--- src/rtl/sdram_sched_pkg.sv ---
// Shared state encodings, defaults and watchdog limit for the SDRAM burst
// request scheduler and its address generators.
package sdram_sched_pkg;

  typedef enum logic [2:0] {
    S_IDLE   = 3'd0,
    S_WREQ   = 3'd1,
    S_WBURST = 3'd2,
    S_RREQ   = 3'd3,
    S_RBURST = 3'd4,
    S_GAP    = 3'd5
  } sched_state_e;

  localparam int         DEF_ADDR_W    = 24;
  localparam int         DEF_BURST_LEN = 256;
  localparam logic [9:0] WDOG_LIMIT    = 10'd1023;

  localparam logic DIR_RD = 1'b0;
  localparam logic DIR_WR = 1'b1;

endpackage

--- src/rtl/sdram_addr_gen.sv ---
// One burst address pointer: tracks/loads its start bound, advances by
// BURST_LEN on burst completion and wraps to start at the exclusive end bound.
module sdram_addr_gen
  import sdram_sched_pkg::*;
#(
  parameter int ADDR_W    = DEF_ADDR_W,
  parameter int BURST_LEN = DEF_BURST_LEN
) (
  input  logic              clk,
  input  logic              rst_n,
  input  logic              track_i,
  input  logic              load_i,
  input  logic              hold_i,
  input  logic              done_i,
  input  logic              abort_i,
  input  logic [ADDR_W-1:0] start_i,
  input  logic [ADDR_W-1:0] end_i,
  output logic [ADDR_W-1:0] ptr_o
);

  localparam logic [ADDR_W:0] STEP = (ADDR_W + 1)'(BURST_LEN);

  logic [ADDR_W-1:0] ptr_q, ptr_d;
  logic              pend_q, pend_d;
  logic [ADDR_W:0]   sum;
  logic              wrap;

  // One extra bit so ptr + BURST_LEN never overflows before the end compare.
  assign sum  = {1'b0, ptr_q} + STEP;
  assign wrap = (sum >= {1'b0, end_i});

  always_comb begin
    ptr_d  = ptr_q;
    pend_d = pend_q;
    if (track_i) begin
      ptr_d  = start_i;
      pend_d = 1'b0;
    end else if (done_i) begin
      ptr_d  = (pend_q | load_i | wrap) ? start_i : sum[ADDR_W-1:0];
      pend_d = 1'b0;
    end else if (abort_i) begin
      if (pend_q | load_i) ptr_d = start_i;
      pend_d = 1'b0;
    end else if (load_i) begin
      // A load during this pointer's own burst waits for the burst to end.
      if (hold_i) pend_d = 1'b1;
      else        ptr_d  = start_i;
    end
  end

  always_ff @(posedge clk or negedge rst_n) begin
    if (!rst_n) begin
      ptr_q  <= '0;
      pend_q <= 1'b0;
    end else begin
      ptr_q  <= ptr_d;
      pend_q <= pend_d;
    end
  end

  assign ptr_o = ptr_q;

endmodule

--- src/rtl/sdram_req_sched.sv ---
// Arbitrates write/read SDRAM burst requests from FIFO levels, counts acks and
// advances the region pointers. Optional burst watchdog: SDRAM_REQ_TIMEOUT_EN.
module sdram_req_sched
  import sdram_sched_pkg::*;
#(
  parameter int BURST_LEN = DEF_BURST_LEN,
  parameter int ADDR_W    = DEF_ADDR_W,
  parameter int FIFO_W    = 10
) (
  input  logic              clk,
  input  logic              rst_n,
  input  logic              sdram_init_done,
  input  logic              wr_en,
  input  logic              rd_en,
  input  logic [FIFO_W-1:0] wr_fifo_used,
  input  logic [FIFO_W-1:0] rd_fifo_free,
  input  logic [ADDR_W-1:0] wr_start,
  input  logic [ADDR_W-1:0] wr_end,
  input  logic [ADDR_W-1:0] rd_start,
  input  logic [ADDR_W-1:0] rd_end,
  input  logic              addr_load,
  input  logic              sdram_wr_ack,
  input  logic              sdram_rd_ack,
  output logic              sdram_wr_req,
  output logic              sdram_rd_req,
  output logic [8:0]        sdwr_byte,
  output logic [8:0]        sdrd_byte,
  output logic [ADDR_W-1:0] sys_wraddr,
  output logic [ADDR_W-1:0] sys_rdaddr,
  output logic              busy,
  output logic              sched_err
);

  localparam logic [8:0]  BL9  = 9'(BURST_LEN);
  localparam logic [31:0] BL32 = 32'(BURST_LEN);

  sched_state_e state_q, state_d;
  logic [8:0]   cnt_q, cnt_d;
  logic         last_dir_q, last_dir_d;
  logic         wr_req_q, rd_req_q;
  logic         wr_elig, rd_elig;
  logic         wr_serving, rd_serving;
  logic         wr_done, rd_done;
  logic         wr_abort, rd_abort;
  logic         timeout_hit;

  assign wr_elig = wr_en & sdram_init_done & (32'(wr_fifo_used) >= BL32);
  assign rd_elig = rd_en & sdram_init_done & (32'(rd_fifo_free) >= BL32);

  assign wr_serving = (state_q == S_WREQ) || (state_q == S_WBURST);
  assign rd_serving = (state_q == S_RREQ) || (state_q == S_RBURST);

  // Completion is seen on the ack that brings the count to BURST_LEN.
  assign wr_done = wr_serving & sdram_wr_ack & ((cnt_q + 9'd1) == BL9);
  assign rd_done = rd_serving & sdram_rd_ack & ((cnt_q + 9'd1) == BL9);

  assign wr_abort = timeout_hit & wr_serving;
  assign rd_abort = timeout_hit & rd_serving;

  always_comb begin
    state_d    = state_q;
    cnt_d      = cnt_q;
    last_dir_d = last_dir_q;
    case (state_q)
      S_IDLE: begin
        cnt_d = '0;
        if (wr_elig && (!rd_elig || last_dir_q == DIR_RD)) begin
          state_d    = S_WREQ;
          last_dir_d = DIR_WR;
        end else if (rd_elig) begin
          state_d    = S_RREQ;
          last_dir_d = DIR_RD;
        end
      end
      S_WREQ, S_WBURST: begin
        if (sdram_wr_ack) begin
          cnt_d   = cnt_q + 9'd1;
          state_d = wr_done ? S_GAP : S_WBURST;
        end
      end
      S_RREQ, S_RBURST: begin
        if (sdram_rd_ack) begin
          cnt_d   = cnt_q + 9'd1;
          state_d = rd_done ? S_GAP : S_RBURST;
        end
      end
      S_GAP:   state_d = S_IDLE;
      default: state_d = S_IDLE;
    endcase
    if (timeout_hit) state_d = S_GAP;
  end

  always_ff @(posedge clk or negedge rst_n) begin
    if (!rst_n) begin
      state_q    <= S_IDLE;
      cnt_q      <= '0;
      last_dir_q <= DIR_RD;
      wr_req_q   <= 1'b0;
      rd_req_q   <= 1'b0;
    end else begin
      state_q    <= state_d;
      cnt_q      <= cnt_d;
      last_dir_q <= last_dir_d;
      // Request falls on the edge that samples the first ack.
      wr_req_q   <= (state_d == S_WREQ);
      rd_req_q   <= (state_d == S_RREQ);
    end
  end

`ifdef SDRAM_REQ_TIMEOUT_EN
  logic [9:0] wdog_q, wdog_d;
  logic       err_q;

  assign wdog_d      = (wr_serving | rd_serving) ? (wdog_q + 10'd1) : 10'd0;
  assign timeout_hit = (wr_serving | rd_serving) & (wdog_q == WDOG_LIMIT) &
                       ~wr_done & ~rd_done;

  always_ff @(posedge clk or negedge rst_n) begin
    if (!rst_n) begin
      wdog_q <= '0;
      err_q  <= 1'b0;
    end else begin
      wdog_q <= wdog_d;
      err_q  <= timeout_hit;
    end
  end

  assign sched_err = err_q;
`else
  assign timeout_hit = 1'b0;
  assign sched_err   = 1'b0;
`endif

  sdram_addr_gen #(
    .ADDR_W    (ADDR_W),
    .BURST_LEN (BURST_LEN)
  ) u_wr_ptr (
    .clk     (clk),
    .rst_n   (rst_n),
    .track_i (~sdram_init_done),
    .load_i  (addr_load),
    .hold_i  (wr_serving),
    .done_i  (wr_done),
    .abort_i (wr_abort),
    .start_i (wr_start),
    .end_i   (wr_end),
    .ptr_o   (sys_wraddr)
  );

  sdram_addr_gen #(
    .ADDR_W    (ADDR_W),
    .BURST_LEN (BURST_LEN)
  ) u_rd_ptr (
    .clk     (clk),
    .rst_n   (rst_n),
    .track_i (~sdram_init_done),
    .load_i  (addr_load),
    .hold_i  (rd_serving),
    .done_i  (rd_done),
    .abort_i (rd_abort),
    .start_i (rd_start),
    .end_i   (rd_end),
    .ptr_o   (sys_rdaddr)
  );

  assign sdram_wr_req = wr_req_q;
  assign sdram_rd_req = rd_req_q;
  assign sdwr_byte    = BL9;
  assign sdrd_byte    = BL9;
  assign busy         = (state_q != S_IDLE);

endmodule

--- config.mk ---
export PLATFORM = sky130hd
export DESIGN_NAME = sdram_req_sched
export DESIGN_NICKNAME = d
export VERILOG_FILES = /design/src/rtl/sdram_sched_pkg.sv /design/src/rtl/sdram_addr_gen.sv /design/src/rtl/sdram_req_sched.sv
export SDC_FILE = /design/constraint.sdc
export NUM_CORES = 1
export LEC_CHECK = 0
export ABC_AREA = 1
export CAP_MARGIN = 25
export CORE_UTILIZATION = 47
export CTS_CLUSTER_SIZE = 28
export DETAILED_ROUTE_END_ITERATION = 12
export GPL_ROUTABILITY_DRIVEN = 0
export GPL_TIMING_DRIVEN = 0
export HOLD_SLACK_MARGIN = 0.08
export PLACE_DENSITY = 0.86
export SLEW_MARGIN = 5
export SYNTH_ARGS = -nofsm -noshare
export SYNTH_HDL_FRONTEND = slang
export SYNTH_SLANG_ARGS = --single-unit
--- constraint.sdc ---
create_clock -name clk -period 3.77 [get_ports clk]
set_input_delay 0.5655 -clock clk [delete_from_list [all_inputs] [get_ports clk]]
set_output_delay 0.5655 -clock clk [all_outputs]
set_load 0.01 [all_outputs]
==> results of run 1 <==
-- flip-flops by register name, summed over array words and instances (netlist names) --
register,cells
u_rd_ptr.pend_q,1
cnt_q,9
u_rd_ptr.ptr_o,24
state_q,3
u_wr_ptr.ptr_o,24
u_wr_ptr.pend_q,1
last_dir_q,1
sdram_rd_req,1
sdram_wr_req,1
-- stage by stage --
stage | std cells | util [%] | setup TNS [ps] | worst slack, ps | hold WS [ps]
after floorplan | 843 | - | 0 | 710 | 270
after global placement | 1169 | 64.0 | -14100 | -223 | 474
after detailed placement | 1170 | 64.2 | 0 | 28.9 | 485
after CTS | 1186 | 66.6 | 0 | 61.8 | 175
after global routing | 1189 | 66.9 | -122 | -24.9 | 192
final | 1189 | 66.9 | 0 | 193 | 159
-- cell type report --
type	count	area, µm²
plain buffers	39	307
clock buffers	13	250
clock inverters	3	40.0
fillers	1027	4010
inverters	158	593
multi-input cells	581	3450
flip-flops and latches	65	1630
well taps	168	210
repair buffers	162	1620
-- logic make-up (layout without fill, tap and decap cells) --
| group | after synthesis | after routing | synth area share (%) |
|---|---|---|---|
| xor+xnor | 22 | 22 | 3.27 |
| simple gates | 419 | 419 | 35.7 |
| fa+ha+maj | 52 | 52 | 11.0 |
| compound gates | 69 | 69 | 7.08 |
| flops | 65 | 65 | 27.6 |
| buf+inv | 197 | 375 | 15.2 |
| other cells | 2 | 19 | 0.127 |
-- power by group --
group	switching [mW]	internal, mW	total, mW
combinational	0.974	0.800	1.77
clock	0.315	0.529	0.844
sequential	0.205	0.878	1.08
total	1.49	2.21	3.70
-- worst max-delay path: cells and delay by family (launching register included) --
kind	cells	cell delay, ps
and+or+nand+nor	13	1580
DFF	1	420
buffers and inverters	3	410
xor gates and xnor gates	1	230
AOI/OAI and AO/OA	2	320
adders and majority gates	2	510
-- worst paths after layout --
check / startpoint / slack (ps) / cells after the start / endpoint
setup reg to reg: u_wr_ptr.ptr_o[8] / 190 / 21 / u_wr_ptr.ptr_o[13]
max in group asynchronous: rst_n / 3060 / 2 / u_wr_ptr.ptr_o[14]
setup / recovery: u_wr_ptr.ptr_o[8] / 190 / 21 / u_wr_ptr.ptr_o[13]
min in group clk: u_rd_ptr.ptr_o[0] / 500 / 2 / u_rd_ptr.ptr_o[0]
hold / removal: rst_n / 160 / 1 / u_rd_ptr.ptr_o[1]
hold reg to reg: u_rd_ptr.ptr_o[0] / 500 / 2 / u_rd_ptr.ptr_o[0]
-- what timing repair did --
| action | CTS | global route |
|---|---|---|
| endpoints found under the hold margin | 0 | 0 |
| buffers inserted | 0 | 3 |
| hold buffers | 0 | 0 |
| setup endpoints to repair | 2 | 44 |
| resized for setup | 1 | 6 |
-- metal layers --
layer / global-route usage, % / vias up
li1: - / 2987
met1: 34.8 / 2707
met2: 42.5 / 213
met3: 3.51 / 34
met4: 12.4 / 0
met5: 0 / -
-- placed cells by master (no fill, tap or decap), types with 4 or more instances in the layout --
cell type,count
a21oi_1,24
buf_2,5
buf_4,25
buf_6,10
clkbuf_1,5
clkbuf_16,9
clkdlybuf4s50_1,157
conb_1,19
dfrtp_1,65
ha_1,52
inv_1,154
inv_2,4
nand2_1,193
nand2_2,8
nand3_1,85
nand3_2,20
nand3b_1,10
nand4_1,27
nor2_1,45
nor2_2,8
nor2_4,5
nor3_1,6
o21ai_0,13
o21ai_1,5
o21ai_2,8
o22ai_1,7
xor2_1,20
==> impl_metrics.csv, run 1 <==
group,metric,value,unit
floorplanning,ios,194,
yosys,async_flop_share,100,%
clocking,cts_tree,"done",
final_layout,area_growth_syn_to_layout,37.3,%
min_path,min-delay-path-class,"input pin to async pin",
yosys,synth_common_cells,"nand2_1, inv_1, nand3_1",
clocking,insertion_delay,340,ps
sta,period_needed,3580,ps
route,ant_nets,0,
floorplanning,die_h,114,µm
yosys,synth.avg_cell_area,7.14,µm²
final_layout,fin_area,8100,µm²
job,drv_cap,0,
final_layout,drive_gt1_share,11.5,%
yosys,yosys_register_bits,65,
grt,grt-ovfl-total,0,
worst_setup_path,cp_common_cell,"nand2_1",
route,met2_length,7680,µm
power,p_leak,4.22,nW
yosys,ys_warn_count,0,
worst_setup_path,required,3990,ps
sta,final_max_slew_viol_count,0,
placement,placed_cell_area,7770,µm²
sta,finalSetupViolCount,0,
yosys,synth-seq-area-share,27.6,%
final_layout,final_nets,1192,
worst_setup_path,crit_path_start_kind,"flop",
power,max-vdd-ir-drop,0.223,mV
clocking,cts_buffers,9,
sta,worstMarginPinSlew,561,ps
route,top_layer,"met4",
sta,final.setup_skew,7.33,ps
yosys,synth.most_common_cell,"nand2_1",
floorplanning,rows,40,
route,drtPass1Iterations,6,
floorplanning,fp.dieArea,13000,µm²
status,status,"finished clean",
yosys,synth.distinct_cells,42,
clocking,cts.htree.levels,3,
grt,grt_first_pass_wirelength,27000,µm
route,totalWireLength,16300,µm
yosys,synth_top_area_share,27.6,%
sta,slew_headroom,62.6,%
worst_setup_path,arrival,3800,ps
worst_setup_path,cp_slowest_cell,"dfrtp_1",
worst_setup_path,critPathKind,"flop to flop",
final_layout,antenna_cells,0,
worst_setup_path,crit_path_end_kind,"flop",
route,drt_iter0_drc,350,
sta,finalCritPeriodShare,94.9,%
yosys,synth_area_leaders,"dfrtp_1, nand2_1, ha_1",
floorplanning,die_w,114,µm
clocking,clock_sinks,65,
route,post_drt_wl_per_cell,13.7,µm
floorplanning,fp.coreArea,12100,µm²
yosys,synthCells,826,
sta,timing_hold_violations_final,0,
route,wl_met1,7100,µm
yosys,synth_edf_count,0,
grt,grt_start_max_net_pins,37,
route,avgViaCountPerCell,5.00,
worst_setup_path,cpPeakStageDelay,420,ps
sta,fmax,280,MHz
grt,grt_usage,26.3,%
route,dr_wl_met3,1030,µm
grt,grt_pass1_vias,5758,
clocking,cts.reportedPaths.clkPinSlew,60,ps
power,power_density,457,nW/µm²
power,power,3.70,mW
yosys,synth_largest_area_cell,"dfrtp_1",
yosys,synth_area,5900,µm²
placement,portBuffers,158,
grt,antenna_found_initial,0,
route,post-route-drc-count,0,
yosys,synth_ff_type,"dfrtp_1",
route,vias,5941,
worst_setup_path,critPathMaxFanout,10,
clocking,clockRootBuffer,"clkbuf_16",
clocking,cts_buffer_depth,2,
worst_setup_path,crit_path_cell_trace,"ha_1 > nand3_1 > nor2_2 > nand3_1 > inv_2 > nand2_1 > nor2_1 > xor2_1 > inv_1 > ha_1 > nand2_1 > nor2_1 > nand2_1 > nor2_1 > a21boi_1 > nand2_2 > nand3_4 > buf_6 > nand2_1 > nand3_1 > o21ai_1",
placement,hpwl,12900,µm
floorplanning,start_util,48.7,%
(Power assumes the default switching activity.)
==> inputs of run 2 (changes only) <==
--- a/config.mk
+++ b/config.mk
@@ -12,7 +12,7 @@
 export DETAILED_ROUTE_END_ITERATION = 12
 export GPL_ROUTABILITY_DRIVEN = 0
 export GPL_TIMING_DRIVEN = 0
-export HOLD_SLACK_MARGIN = 0.08
+export HOLD_SLACK_MARGIN = 0.15
 export PLACE_DENSITY = 0.86
 export SLEW_MARGIN = 5
 export SYNTH_ARGS = -nofsm -noshare
==> results of run 2 <==
No change in the layout: final DEF, timing and power equal those of run 1.
